[config.mk]
export PLATFORM = sky130hd
export DESIGN_NAME = z80_interrupts_flat
export DESIGN_NICKNAME = d
export VERILOG_FILES = /design/src/rtl/z80_interrupts_pkg.sv /design/src/rtl/z80_interrupts_if.sv /design/src/rtl/z80_interrupts_nmi_edge_latch.sv /design/src/rtl/z80_interrupts.sv /design/src/flat_wrapper.sv
export SDC_FILE = /design/constraint.sdc
export NUM_CORES = 1
export LEC_CHECK = 0
export ABC_AREA = 1
export CAP_MARGIN = 20
export CORE_AREA = 8 8 45 47
export DETAILED_ROUTE_END_ITERATION = 10
export DIE_AREA = 0 0 53 55
export GPL_TIMING_DRIVEN = 0
export PLACE_DENSITY = 0.63
export SETUP_SLACK_MARGIN = 0.02
export SYNTH_ARGS = -nofsm -noshare
export SYNTH_HDL_FRONTEND = slang
export SYNTH_SLANG_ARGS = --single-unit
[constraint.sdc]
create_clock -name clk -period 0.8 [get_ports clk]
set_clock_uncertainty 0.1 [all_clocks]
set_input_delay 0.16 -clock clk [delete_from_list [all_inputs] [get_ports clk]]
set_output_delay 0.16 -clock clk [all_outputs]
set_load 0.03 [all_outputs]
[src/rtl/z80_interrupts_pkg.sv]
// rtl/z80_interrupts_pkg.sv - interrupt mode type and opcode-to-mode decode
package z80_int_pkg;

   typedef enum logic [1:0] {
      IM_0 = 2'd0,
      IM_1 = 2'd1,
      IM_2 = 2'd2
   } im_t;

   // ED 46/56/5E carry the mode in opcode bits [4:3]; 00 and 01 both select IM0
   function automatic im_t db_to_im(input logic [1:0] db);
      case (db)
         2'b10:   return IM_1;
         2'b11:   return IM_2;
         default: return IM_0;
      endcase
   endfunction

endpackage

[src/rtl/z80_interrupts_if.sv]
// rtl/z80_interrupts_if.sv - control/request/status bundle between sequencer and interrupt unit
interface z80_interrupts_if;
   logic       ctl_im_we;
   logic [1:0] db;
   logic       ctl_iffx_we;
   logic       ctl_iffx_bit;
   logic       ctl_iff1_iff2;
   logic       ctl_no_ints;
   logic       nmi;
   logic       intr;
   logic       setM1;
   logic       iff1;
   logic       iff2;
   logic       im1;
   logic       im2;
   logic       in_nmi;
   logic       in_intr;

   modport master (
      output ctl_im_we, db, ctl_iffx_we, ctl_iffx_bit, ctl_iff1_iff2, ctl_no_ints,
      output nmi, intr, setM1,
      input  iff1, iff2, im1, im2, in_nmi, in_intr
   );

   modport slave (
      input  ctl_im_we, db, ctl_iffx_we, ctl_iffx_bit, ctl_iff1_iff2, ctl_no_ints,
      input  nmi, intr, setM1,
      output iff1, iff2, im1, im2, in_nmi, in_intr
   );
endinterface

[src/rtl/z80_interrupts_nmi_edge_latch.sv]
// rtl/z80_interrupts_nmi_edge_latch.sv - NMI rising-edge detect and pending flag (INT_SYNC_EN adds 2-flop sync)
module nmi_edge_latch (
   input  logic clk,
   input  logic nreset,
   input  logic nmi,
   input  logic take,
   output logic nmi_req
);

   logic nmi_s;
   logic nmi_prev;
   logic pending;
   logic nmi_rise;

`ifdef INT_SYNC_EN
   logic [1:0] nmi_sync;

   always_ff @(posedge clk) begin
      if (!nreset) nmi_sync <= 2'b00;
      else         nmi_sync <= {nmi_sync[0], nmi};
   end

   assign nmi_s = nmi_sync[1];
`else
   assign nmi_s = nmi;
`endif

   assign nmi_rise = nmi_s & ~nmi_prev;
   // an edge arriving on the same cycle as the boundary is served immediately
   assign nmi_req  = pending | nmi_rise;

   always_ff @(posedge clk) begin
      if (!nreset) begin
         nmi_prev <= 1'b0;
         pending  <= 1'b0;
      end else begin
         nmi_prev <= nmi_s;
         pending  <= take ? 1'b0 : nmi_req;
      end
   end

endmodule

[src/rtl/z80_interrupts.sv]
// rtl/z80_interrupts.sv - Z80 interrupt mode, IFF1/IFF2 and NMI/INT arbitration (INT_SYNC_EN syncs nmi/intr)
module z80_interrupts
   import z80_int_pkg::*;
(
   input logic               clk,
   input logic               nreset,
   z80_interrupts_if.slave   bus
);

   im_t  im_q;
   logic iff1_q, iff2_q, in_nmi_q, in_intr_q;
   logic iff1_d, iff2_d, in_nmi_d, in_intr_d;
   logic intr_s, nmi_req, take_nmi, window;

`ifdef INT_SYNC_EN
   logic [1:0] intr_sync;

   always_ff @(posedge clk) begin
      if (!nreset) intr_sync <= 2'b00;
      else         intr_sync <= {intr_sync[0], bus.intr};
   end

   assign intr_s = intr_sync[1];
`else
   assign intr_s = bus.intr;
`endif

   assign window   = bus.setM1 & ~bus.ctl_no_ints;
   assign take_nmi = window & nmi_req;

   nmi_edge_latch u_nmi (
      .clk     (clk),
      .nreset  (nreset),
      .nmi     (bus.nmi),
      .take    (take_nmi),
      .nmi_req (nmi_req)
   );

   always_comb begin
      iff1_d    = iff1_q;
      iff2_d    = iff2_q;
      in_nmi_d  = in_nmi_q;
      in_intr_d = in_intr_q;

      if (bus.ctl_iffx_we) begin
         iff1_d = bus.ctl_iffx_bit;
         iff2_d = bus.ctl_iffx_bit;
      end
      if (bus.ctl_iff1_iff2) iff1_d = iff2_q;

      // acceptance is applied last so it overrides EI/DI/RETN in the same cycle
      if (bus.setM1) begin
         in_nmi_d  = 1'b0;
         in_intr_d = 1'b0;
         if (take_nmi) begin
            in_nmi_d = 1'b1;
            iff1_d   = 1'b0;
         end else if (window && intr_s && iff1_q) begin
            in_intr_d = 1'b1;
            iff1_d    = 1'b0;
            iff2_d    = 1'b0;
         end
      end
   end

   always_ff @(posedge clk) begin
      if (!nreset) begin
         im_q      <= IM_0;
         iff1_q    <= 1'b0;
         iff2_q    <= 1'b0;
         in_nmi_q  <= 1'b0;
         in_intr_q <= 1'b0;
      end else begin
         if (bus.ctl_im_we) im_q <= db_to_im(bus.db);
         iff1_q    <= iff1_d;
         iff2_q    <= iff2_d;
         in_nmi_q  <= in_nmi_d;
         in_intr_q <= in_intr_d;
      end
   end

   assign bus.iff1    = iff1_q;
   assign bus.iff2    = iff2_q;
   assign bus.im1     = (im_q == IM_1);
   assign bus.im2     = (im_q == IM_2);
   assign bus.in_nmi  = in_nmi_q;
   assign bus.in_intr = in_intr_q;

endmodule

[src/flat_wrapper.sv]
// flat-port wrapper written by rule: the top's interface ports become plain ports
module z80_interrupts_flat import z80_int_pkg::*;
  (clk, nreset, bus_ctl_im_we, bus_db, bus_ctl_iffx_we, bus_ctl_iffx_bit, bus_ctl_iff1_iff2, bus_ctl_no_ints, bus_nmi, bus_intr, bus_setM1, bus_iff1, bus_iff2, bus_im1, bus_im2, bus_in_nmi, bus_in_intr);
  z80_interrupts_if bus_i ();
  input logic clk;
  input logic nreset;
  input wire logic [$bits(bus_i.ctl_im_we)-1:0] bus_ctl_im_we;
  input wire logic [$bits(bus_i.db)-1:0] bus_db;
  input wire logic [$bits(bus_i.ctl_iffx_we)-1:0] bus_ctl_iffx_we;
  input wire logic [$bits(bus_i.ctl_iffx_bit)-1:0] bus_ctl_iffx_bit;
  input wire logic [$bits(bus_i.ctl_iff1_iff2)-1:0] bus_ctl_iff1_iff2;
  input wire logic [$bits(bus_i.ctl_no_ints)-1:0] bus_ctl_no_ints;
  input wire logic [$bits(bus_i.nmi)-1:0] bus_nmi;
  input wire logic [$bits(bus_i.intr)-1:0] bus_intr;
  input wire logic [$bits(bus_i.setM1)-1:0] bus_setM1;
  output wire logic [$bits(bus_i.iff1)-1:0] bus_iff1;
  output wire logic [$bits(bus_i.iff2)-1:0] bus_iff2;
  output wire logic [$bits(bus_i.im1)-1:0] bus_im1;
  output wire logic [$bits(bus_i.im2)-1:0] bus_im2;
  output wire logic [$bits(bus_i.in_nmi)-1:0] bus_in_nmi;
  output wire logic [$bits(bus_i.in_intr)-1:0] bus_in_intr;
  assign bus_i.ctl_im_we = bus_ctl_im_we;
  assign bus_i.db = bus_db;
  assign bus_i.ctl_iffx_we = bus_ctl_iffx_we;
  assign bus_i.ctl_iffx_bit = bus_ctl_iffx_bit;
  assign bus_i.ctl_iff1_iff2 = bus_ctl_iff1_iff2;
  assign bus_i.ctl_no_ints = bus_ctl_no_ints;
  assign bus_i.nmi = bus_nmi;
  assign bus_i.intr = bus_intr;
  assign bus_i.setM1 = bus_setM1;
  assign bus_iff1 = bus_i.iff1;
  assign bus_iff2 = bus_i.iff2;
  assign bus_im1 = bus_i.im1;
  assign bus_im2 = bus_i.im2;
  assign bus_in_nmi = bus_i.in_nmi;
  assign bus_in_intr = bus_i.in_intr;
  z80_interrupts u_core (.clk(clk), .nreset(nreset), .bus(bus_i));
endmodule
==> results.txt <==
status = finished, violations left
failing checks = negative setup slack
fin crit period = 1.12 ns
CTS tree = yes
H-tree depth = 1
Antenna Nets Post-Route = 0
Max Clk Rate = 895 MHz
crit-path max FO = 3
clk root buf = clkbuf_4
full die area = 0.00292 mm²
VDD IR max = 0.781 mV
I/O Pins = 18
antenna cells = 0
Clock Latency Late Sink = 0.26 ns
sequential share of power = 44.8%
Syn Area/Cell = 6.78 µm²
top-count cell post-synth = nand2_1
Core Util, Final = 48.1%
first-pass GRT wire length = 1650 µm
post-synthesis sequential area ratio = 44.6%
DR vias/cell = 4.26
Main synth FF type = dfxtp_1
Fillers = 158
Nets = 89
vias in the first global route = 410
Total Routing Usage GR = 7.55%
Worst Setup End Kind = output pin
Clock power frac = 34.8%
crit start category = flip-flop
placed cell area = 578 µm²
Critical Path AT = 0.86 ns
FFs w/ async S/R, synth = 0%
number of synthesis warnings = 0
DR iter-0 viols = 5
slowest CP cell = dfxtp_4
post-synth top area share = 44.6%
Post-route DRC = 0
syn_nets = 65
total gr overflow = 0
Post-synth EDFFs = 0
Core Rows = 14
Cells after DPL = 86
switching power = 0.265 mW
Slew Limit Fails = 0
kind of cell adding the most delay to the critical path = flip-flops
critical path class = reg -> out
total core area = 0.00138 mm²
post-DP HPWL = 706 µm
Tcrit/Tclk final = 140%
layout cells sized above 1 = 48.7%
WP data required = 0.54 ns
IO Port Bufs = 17
#FFs+latches synth = 8
worst min path class = in -> reg
area of the mapped netlist = 359 µm²
clock slew at reported path FFs = 0.06 ns
Die H = 55 µm
worst-path cell chain = inv_2, nor2_4, buf_6
final hold violations = 0
clock sink count = 8
initial antenna violation count = 0
CTS buffer count = 3
Synth Instances = 53
Max Cap Viol = 0
part of the power in combinational logic = 20.3%
Int Pwr = 0.699 mW
effective utilization at floorplan = 25.9%
via count = 392
total length of routed wires = 921 µm
GP Congestion = 0.772
Leak = 0.305 nW
Power Dens Cells = 1450 mW/mm²
largest area contributor in the netlist = dfxtp_1
RSZ-0062 raised after global routing = true
worst-case clock buffer depth = 2
Sw Ratio = 27.5%
Worst Setup Slack, final = -0.317 ns
Max stage delay on crit path = 0.36 ns
Slew @ Worst Pin = 0.178 ns
CP bufs+invs = 2
die width = 53 µm
largest net degree at the start of global routing = 7
P&R area growth vs syn = 85.4%
Avg WL per Cell = 10.0 µm
relative slew slack = 88.1%
Unique masters post-synth = 13
DR pass1 iterations = 4
Synth top cells by count = nand2_1 (15), inv_1 (12), dfxtp_1 (8)
Finished Layout Cells = 92
Synth area leaders = dfxtp_1 (45%), nand2_1 (16%), inv_1 (13%)
Final setup viols = 10
cell area after layout = 666 µm²
==> routing by layer <==
metal,up-vias,GRT usage [%],part of all wire [%]
li1,204,-,-
met1,173,7.76,39
met2,15,12.3,49
met3,0,5.61,12
met4,0,1.29,0
met5,-,0,0
==> final cells by class <==
type	instances	area, µm²	share of cell area, %
inverters	13	48.8	7.33
repair buffers	19	185	27.8
well taps	16	20.0	3.01
multi-input cells	32	206	31.0
clock buffers	4	26.3	3.95
flip-flops and latches	8	179	26.9
==> worst min-delay path: stages <==
cell and delay [ns]:
dlygate4sd2_1 0.24, nand2_1 0.06, inv_1 0.04
==> registers in the layout (all words and copies together) (netlist names) <==
name                   flops
u_core.im_q                2
u_core.bus.iff1            1
u_core.bus.iff2            1
u_core.bus.in_intr         1
u_core.bus.in_nmi          1
u_core.u_nmi.nmi_prev      1
u_core.u_nmi.pending       1
==> layout by cell type, fill, tap and decap left out, drive strengths merged <==
cell type	synthesis	routed
inv	13	13
clkbuf	0	4
nor2	4	4
o21ai	2	2
nand3b	1	1
nand3	1	1
dfxtp	8	8
clkdlybuf4s50	0	2
buf	0	8
nor3	1	1
nand2	16	16
dlygate4sd2	0	9
a21oi	7	7
==> per-stage QoR <==
| step | power (mW) | setup TNS, ns | worst slack [ns] | hold slack (ns) |
|---|---|---|---|---|
| 5_1_grt | 1.03 | -2.11 | -0.365 | 0.201 |
| 6_report | 0.964 | -1.68 | -0.317 | 0.178 |
| 3_3_place_gp | 0.622 | -5.66 | -0.612 | 0.356 |
| 2_1_floorplan | 0.526 | -0.317 | -0.100 | 0.153 |
| 4_1_cts | 0.971 | -1.83 | -0.323 | 0.170 |
| 3_5_place_dp | 0.624 | -5.70 | -0.622 | 0.363 |
==> power groups by stage <==
stage | clock network (mW) | registers (mW) | logic (mW)
after floorplan | 0 | 0.456 | 0.0703
after global placement | 0 | 0.439 | 0.183
after detailed placement | 0 | 0.439 | 0.185
after CTS | 0.349 | 0.431 | 0.192
after global routing | 0.382 | 0.435 | 0.214
final | 0.336 | 0.432 | 0.196
==> timing repair <==
action | in CTS | in global routing
buffers inserted | 2 | 0
endpoints found under the setup margin | 13 | 11
hold buffers | 0 | 0
pin swaps | 8 | 3
resized for setup | 65 | 2
==> logic make-up after synthesis <==
| kind of cell | count (synthesis) | synth area share, % |
|---|---|---|
| simple gates | 23 | 27.2 |
| buf+inv | 13 | 13.6 |
| compound gates | 9 | 14.6 |
| flops | 8 | 44.6 |
==> path summary, 6_finish.rpt <==
kind | from | to | slack, ns | depth (start not counted)
min | nreset | u_core.u_nmi.nmi_prev$_SDFF_PN0_ | 0.18 | 3
max reg2reg | u_core.bus.iff2$_SDFF_PN0_ | u_core.bus.iff2$_SDFF_PN0_ | -0.11 | 5
max | u_core.im_q[1]$_SDFFE_PN0P_ | bus_im2 | -0.32 | 3
min reg2reg | u_core.bus.in_nmi$_SDFFE_PN0P_ | u_core.bus.in_nmi$_SDFFE_PN0P_ | 0.38 | 2
Note: power is estimated with default switching activity, not from simulation.
